==> src/rtl/apple1_arb_pkg.sv <==
`default_nettype none
// ============================================================================
// apple1_arb_pkg : shared defaults, phase width helper and arbiter FSM states
// Rev 1.0
// ============================================================================
package apple1_arb_pkg;

  localparam int ADDR_W_DEFAULT  = 13;
  localparam int CPU_DIV_DEFAULT = 25;

  function automatic int phase_width(input int cpu_div);
    return (cpu_div > 2) ? $clog2(cpu_div) : 1;
  endfunction

  typedef enum logic [0:0] {
    ST_UNSYNC = 1'b0,
    ST_RUN    = 1'b1
  } arb_state_t;

endpackage
`default_nettype wire

==> src/rtl/clken_phase_tracker.sv <==
`default_nettype none
// ============================================================================
// clken_phase_tracker : follows the cpu_clken cadence and marks the CPU slot
// Rev 1.0
// ============================================================================
module clken_phase_tracker
  import apple1_arb_pkg::*;
#(
  parameter int CPU_DIV = CPU_DIV_DEFAULT,
  parameter int PHASE_W = phase_width(CPU_DIV)
) (
  input  logic               clk25,
  input  logic               rst,
  input  logic               cpu_clken,
  output logic [PHASE_W-1:0] phase,
  output logic               synced,
  output logic               cpu_slot,
  output logic               sync_err
);

  localparam logic [PHASE_W-1:0] C_PH_LAST = PHASE_W'(CPU_DIV - 1);
  localparam logic [PHASE_W-1:0] C_PH_CPU  = PHASE_W'(CPU_DIV - 2);

  arb_state_t         r_state;
  arb_state_t         w_state_nxt;
  logic [PHASE_W-1:0] r_phase;
  logic               r_sync_err;
  logic               w_off_cadence;

  always_ff @(posedge clk25 or posedge rst) begin
    if (rst) begin
      r_state <= ST_UNSYNC;
    end else begin
      r_state <= w_state_nxt;
    end
  end

  always_comb begin
    w_state_nxt   = r_state;
    w_off_cadence = 1'b0;
    case (r_state)
      ST_UNSYNC: begin
        if (cpu_clken) begin
          w_state_nxt = ST_RUN;
        end
      end
      ST_RUN: begin
        // An early enable resyncs the counter but keeps arbitrating.
        w_off_cadence = cpu_clken && (r_phase != C_PH_LAST);
      end
      default: begin
        w_state_nxt = ST_UNSYNC;
      end
    endcase
  end

  always_ff @(posedge clk25 or posedge rst) begin
    if (rst) begin
      r_phase    <= '0;
      r_sync_err <= 1'b0;
    end else begin
      if (cpu_clken) begin
        r_phase <= '0;
      end else if (r_phase != C_PH_LAST) begin
        r_phase <= r_phase + PHASE_W'(1);
      end
      if (w_off_cadence) begin
        r_sync_err <= 1'b1;
      end
    end
  end

  assign phase    = r_phase;
  assign synced   = (r_state == ST_RUN);
  assign cpu_slot = (r_state == ST_UNSYNC) || cpu_clken || (r_phase >= C_PH_CPU);
  assign sync_err = r_sync_err;

endmodule
`default_nettype wire

==> src/rtl/ram_dma_arbiter.sv <==
`default_nettype none
// ============================================================================
// ram_dma_arbiter : shares the 8 KB main RAM between the 6502 and a DMA port
// Rev 1.0
// ============================================================================
module ram_dma_arbiter
  import apple1_arb_pkg::*;
#(
  parameter int ADDR_W  = ADDR_W_DEFAULT,
  parameter int CPU_DIV = CPU_DIV_DEFAULT
) (
  input  logic              clk25,
  input  logic              rst,
  input  logic              cpu_clken,
  input  logic [ADDR_W-1:0] cpu_ab,
  input  logic              cpu_ram_cs,
  input  logic              cpu_we,
  input  logic [7:0]        cpu_dbo,
  output logic [7:0]        cpu_ram_dout,
  input  logic              dma_req,
  input  logic              dma_we,
  input  logic [ADDR_W-1:0] dma_addr,
  input  logic [7:0]        dma_din,
  output logic              dma_ack,
  output logic              dma_rvalid,
  output logic [7:0]        dma_rdata,
  output logic              sync_err,
  output logic [ADDR_W-1:0] ram_addr,
  output logic              ram_we,
  output logic [7:0]        ram_din,
  input  logic [7:0]        ram_dout
);

  localparam int PHASE_W = phase_width(CPU_DIV);

  logic [PHASE_W-1:0] w_unused_phase;
  logic               w_synced;
  logic               w_cpu_slot;
  logic               w_dma_go;
  logic               r_rd_pend;
  logic               r_rvalid;
  logic [7:0]         r_rdata;

  clken_phase_tracker #(
    .CPU_DIV (CPU_DIV),
    .PHASE_W (PHASE_W)
  ) u_tracker (
    .clk25     (clk25),
    .rst       (rst),
    .cpu_clken (cpu_clken),
    .phase     (w_unused_phase),
    .synced    (w_synced),
    .cpu_slot  (w_cpu_slot),
    .sync_err  (sync_err)
  );

  assign w_dma_go = dma_req & w_synced & ~w_cpu_slot;

  // The CPU address is the idle default so the CPU read mux always sees it.
  always_comb begin
    ram_addr = cpu_ab;
    ram_din  = cpu_dbo;
    ram_we   = 1'b0;
    dma_ack  = 1'b0;
    if (w_dma_go) begin
      ram_addr = dma_addr;
      ram_din  = dma_din;
      ram_we   = dma_we;
      dma_ack  = 1'b1;
    end else if (w_cpu_slot) begin
      ram_we = cpu_we & cpu_ram_cs & cpu_clken & ~rst;
    end
  end

  // Read return: RAM data appears one cycle after issue and is latched then,
  // so the address moving back to the CPU does not disturb it.
  always_ff @(posedge clk25 or posedge rst) begin
    if (rst) begin
      r_rd_pend <= 1'b0;
      r_rvalid  <= 1'b0;
      r_rdata   <= 8'h00;
    end else begin
      r_rd_pend <= w_dma_go & ~dma_we;
      r_rvalid  <= r_rd_pend;
      if (r_rd_pend) begin
        r_rdata <= ram_dout;
      end
    end
  end

  assign dma_rvalid   = r_rvalid;
  assign dma_rdata    = r_rdata;
  assign cpu_ram_dout = ram_dout;

endmodule
`default_nettype wire
==> config.mk <==
export PLATFORM = sky130hd
export DESIGN_NAME = ram_dma_arbiter
export DESIGN_NICKNAME = d
export VERILOG_FILES = /design/src/rtl/apple1_arb_pkg.sv /design/src/rtl/clken_phase_tracker.sv /design/src/rtl/ram_dma_arbiter.sv
export SDC_FILE = /design/constraint.sdc
export NUM_CORES = 1
export LEC_CHECK = 0
export BUFFER_PORTS_ARGS = -buffer_cell sky130_fd_sc_hd__buf_2
export CAP_MARGIN = 10
export CORE_MARGIN = 8
export CORE_UTILIZATION = 40
export DETAILED_ROUTE_END_ITERATION = 10
export GPL_TIMING_DRIVEN = 1
export PLACE_DENSITY = 0.85
export SLEW_MARGIN = 20
export SYNTH_ARGS = -nofsm -noshare
export SYNTH_HDL_FRONTEND = slang
export SYNTH_SLANG_ARGS = --single-unit
==> constraint.sdc <==
create_clock -name clk25 -period 4.6 [get_ports clk25]
set_input_delay 1.15 -clock clk25 [delete_from_list [all_inputs] [get_ports clk25]]
set_output_delay 1.15 -clock clk25 [all_outputs]
set_load 0.01 [all_outputs]
==> impl_metrics.ini <==
[grt]
grt_max_degree = 25
grt_pass1_vias = 1120
grt_pass1_wl_microns = 4920
grt-ovfl-total = 0
grtUsageTotal_pct = 13.6
grt_antenna_before_repair = 0

[setup_path]
crit_family = compound AO/OA/AOI/OAI gates
cp_max_fo = 24
path_common_cell = buf_2
crit_required_ns = 3.45
critPathBufInv = 3
critPathCaptureType = primary output
startpoint = cpu_clken
cp_slowest_cell = o2111ai_4
reg2reg_from = u_tracker.phase[0]
critPathKind = in2out
crit_chain = buf_2 > inv_1 > o2111ai_4 > mux2_4 > buf_2
cp.arrival_ns = 2.54
cp-start-kind = input port
cpPeakStageDelay_ns = 0.49

[pwr]
combPwrFrac_pct = 34.1
p_int_mw = 0.274
power.density_nw_per_um2 = 249
power.switching_mw = 0.118
total_power_mw = 0.393
vdd_drop_max_uv = 158
cellLeakagePower_nw = 0.905
swShare_pct = 30.1
pwr-share-seq_pct = 44.8
pwr-share-clk_pct = 21.1

[synthesis]
ys_types = 22
synth_enable_flop_cells = 0
syn_area_per_cell_sq_um = 12.9
synthArstFlopShare_pct = 100
synthesis.area_sq_um = 1110
syn-num-nets = 145
syn_inst = 86
yosysSeqAreaShare_pct = 38.3
ys_warn_count = 0
ys_ff_latch = 17
ys_top_cells_by_area = dfrtp_1 (38%), mux2_4 (23%), mux2_2 (12%)
yosysTopAreaCell = dfrtp_1
synthTopCellsByCount = dfrtp_1 (17), mux2_4 (17), mux2_2 (12)
synth_top_area_share_pct = 38.3
ys.flop_type = dfrtp_1

[clock_tree]
insertion_delay_ns = 0.30
clock_path_buffers = 2
cts_resized = 0
clkTransAtPathRegs_ns = 0.10
cts_num_sinks = 17
tritoncts = built
cts_buffers = 3
root_buffer = clkbuf_4
hold_buffers = 0
h-tree-depth = 1
post-cts-setup-buffer-count = 0

[route]
drc = 0
ant_nets = 0
avgViaCountPerCell = 4.70
routed_wl_microns = 3220
routedWlPerCell_microns = 15.5
drtIter0Drc = 23
drt_pass1_iterations = 4
vias = 973

[placement]
place_area_sq_um = 1550
dpl_worst_slack_ns = 0.897
place_congestion = 0.746
numPortBuffers = 97
hpwl_microns = 2830

[timing]
setup_viol = 0
slew_headroom_pct = 37.1
drv_slew = 0
fin_skew_ns = 0.0131
fmaxAchievable_ghz = 0.271
tightest_slew_ns = 0.943
timing.final.crit_share_pct = 80.2
tns_ns = 0
fin_ws_ns = 0.911
finalCriticalPeriod_ns = 3.69
rsz0062_at_grt = false
hold_violations = 0

[floorplanning]
row_count = 19
ios = 98
fp.dieW_microns = 68.7
dieArea_sq_um = 4720
core_sq_um = 2690
die_y_microns = 68.7
start_util_pct = 41.3

[hold_path]
hp-start = u_tracker.sync_err
holdCritPathClass = reg2reg

[run_status]
outcome = completed

[finish]
n_fill_cell = 250
utilization_pct = 58.7
multiInputGateArea_sq_um = 576
drive_above_1_share_pct = 76.1
seq_area_sq_um = 425
syn_to_final_growth_pct = 42.2
final_cell_area_sq_um = 1580
diodes = 0
final_nets = 236

[run]
cap_violations = 0
[per-stage QoR]
step,std cells,hold WS (ns)
after floorplan,86,0.352
after global placement,203,0.446
after detailed placement,203,0.472
after CTS,207,0.494
after global routing,207,0.537
final,207,0.489
[final timing paths]
path	end	slack, ns	cells past startpoint
worst min-delay path	u_tracker.sync_err	0.49	1
min in group asynchronous	r_rd_pend	0.93	2
worst max register to register	r_rd_pend	2.79	4
max in group asynchronous	u_tracker.phase[4]	3.24	2
worst min register to register	u_tracker.sync_err	0.49	1
worst max-delay path	ram_addr[1]	0.91	5
[sequential cells by signal, summed over array words and instances (netlist names)]
name and flops:
dma_rdata 8, u_tracker.sync_err 1, u_tracker.synced 1, dma_rvalid 1
r_rd_pend 1, u_tracker.phase 5
[power by group through the flow]
stage / logic (mW) / registers (mW) / clock network (mW)
floorplan: 0.0705 / 0.185 / 0
global placement: 0.134 / 0.178 / 0
CTS: 0.137 / 0.176 / 0.0860
detailed placement: 0.137 / 0.180 / 0
global route: 0.146 / 0.179 / 0.0974
finish: 0.134 / 0.176 / 0.0827
[layer usage]
layer,routed length (microns),track usage [%],vias up
met5,0,0,-
met4,27,6.14,0
met3,324,5.98,2
met2,1720,23.3,47
met1,1140,14.0,455
li1,-,-,469
[final cells by class]
cell class                 count  share of cell area (%)
multi-input combinational     52                    36.5
clock buffer                   3                    1.43
tap                           31                    2.46
sequential                    17                    27.0
clock inverter                 1                   0.476
inverter                       6                    1.43
timing repair buffer          97                    30.8
[cells in the final DEF, fill, tap and decap left out, drive strengths merged]
master,instances
o21ai,1
buf,97
dfrtp,17
nand3,2
a211oi,1
clkinvlp,1
inv,6
nor2,5
mux2i,1
nand2,1
and3,1
nand4b,1
a31o,1
o32ai,1
xnor2,1
xor2,3
mux2,29
ha,2
clkbuf,3
or2,1
o2111ai,1
[cell families after synthesis]
logic type / count (synthesis) / synth area share (%)
mux: 30 / 36.1
buf+inv: 17 / 9.81
flops: 17 / 38.3
simple gates: 11 / 4.85
compound gates: 5 / 5.52
xor+xnor: 4 / 3.16
fa+ha+maj: 2 / 2.25
[worst register-to-register path: stages, from the launching register on]
cell and delay, ns:
dfrtp_1 0.46, ha_1 0.28, a211oi_2 0.25, o2111ai_4 0.52
nor2_1 0.24
(Power assumes the default switching activity.)
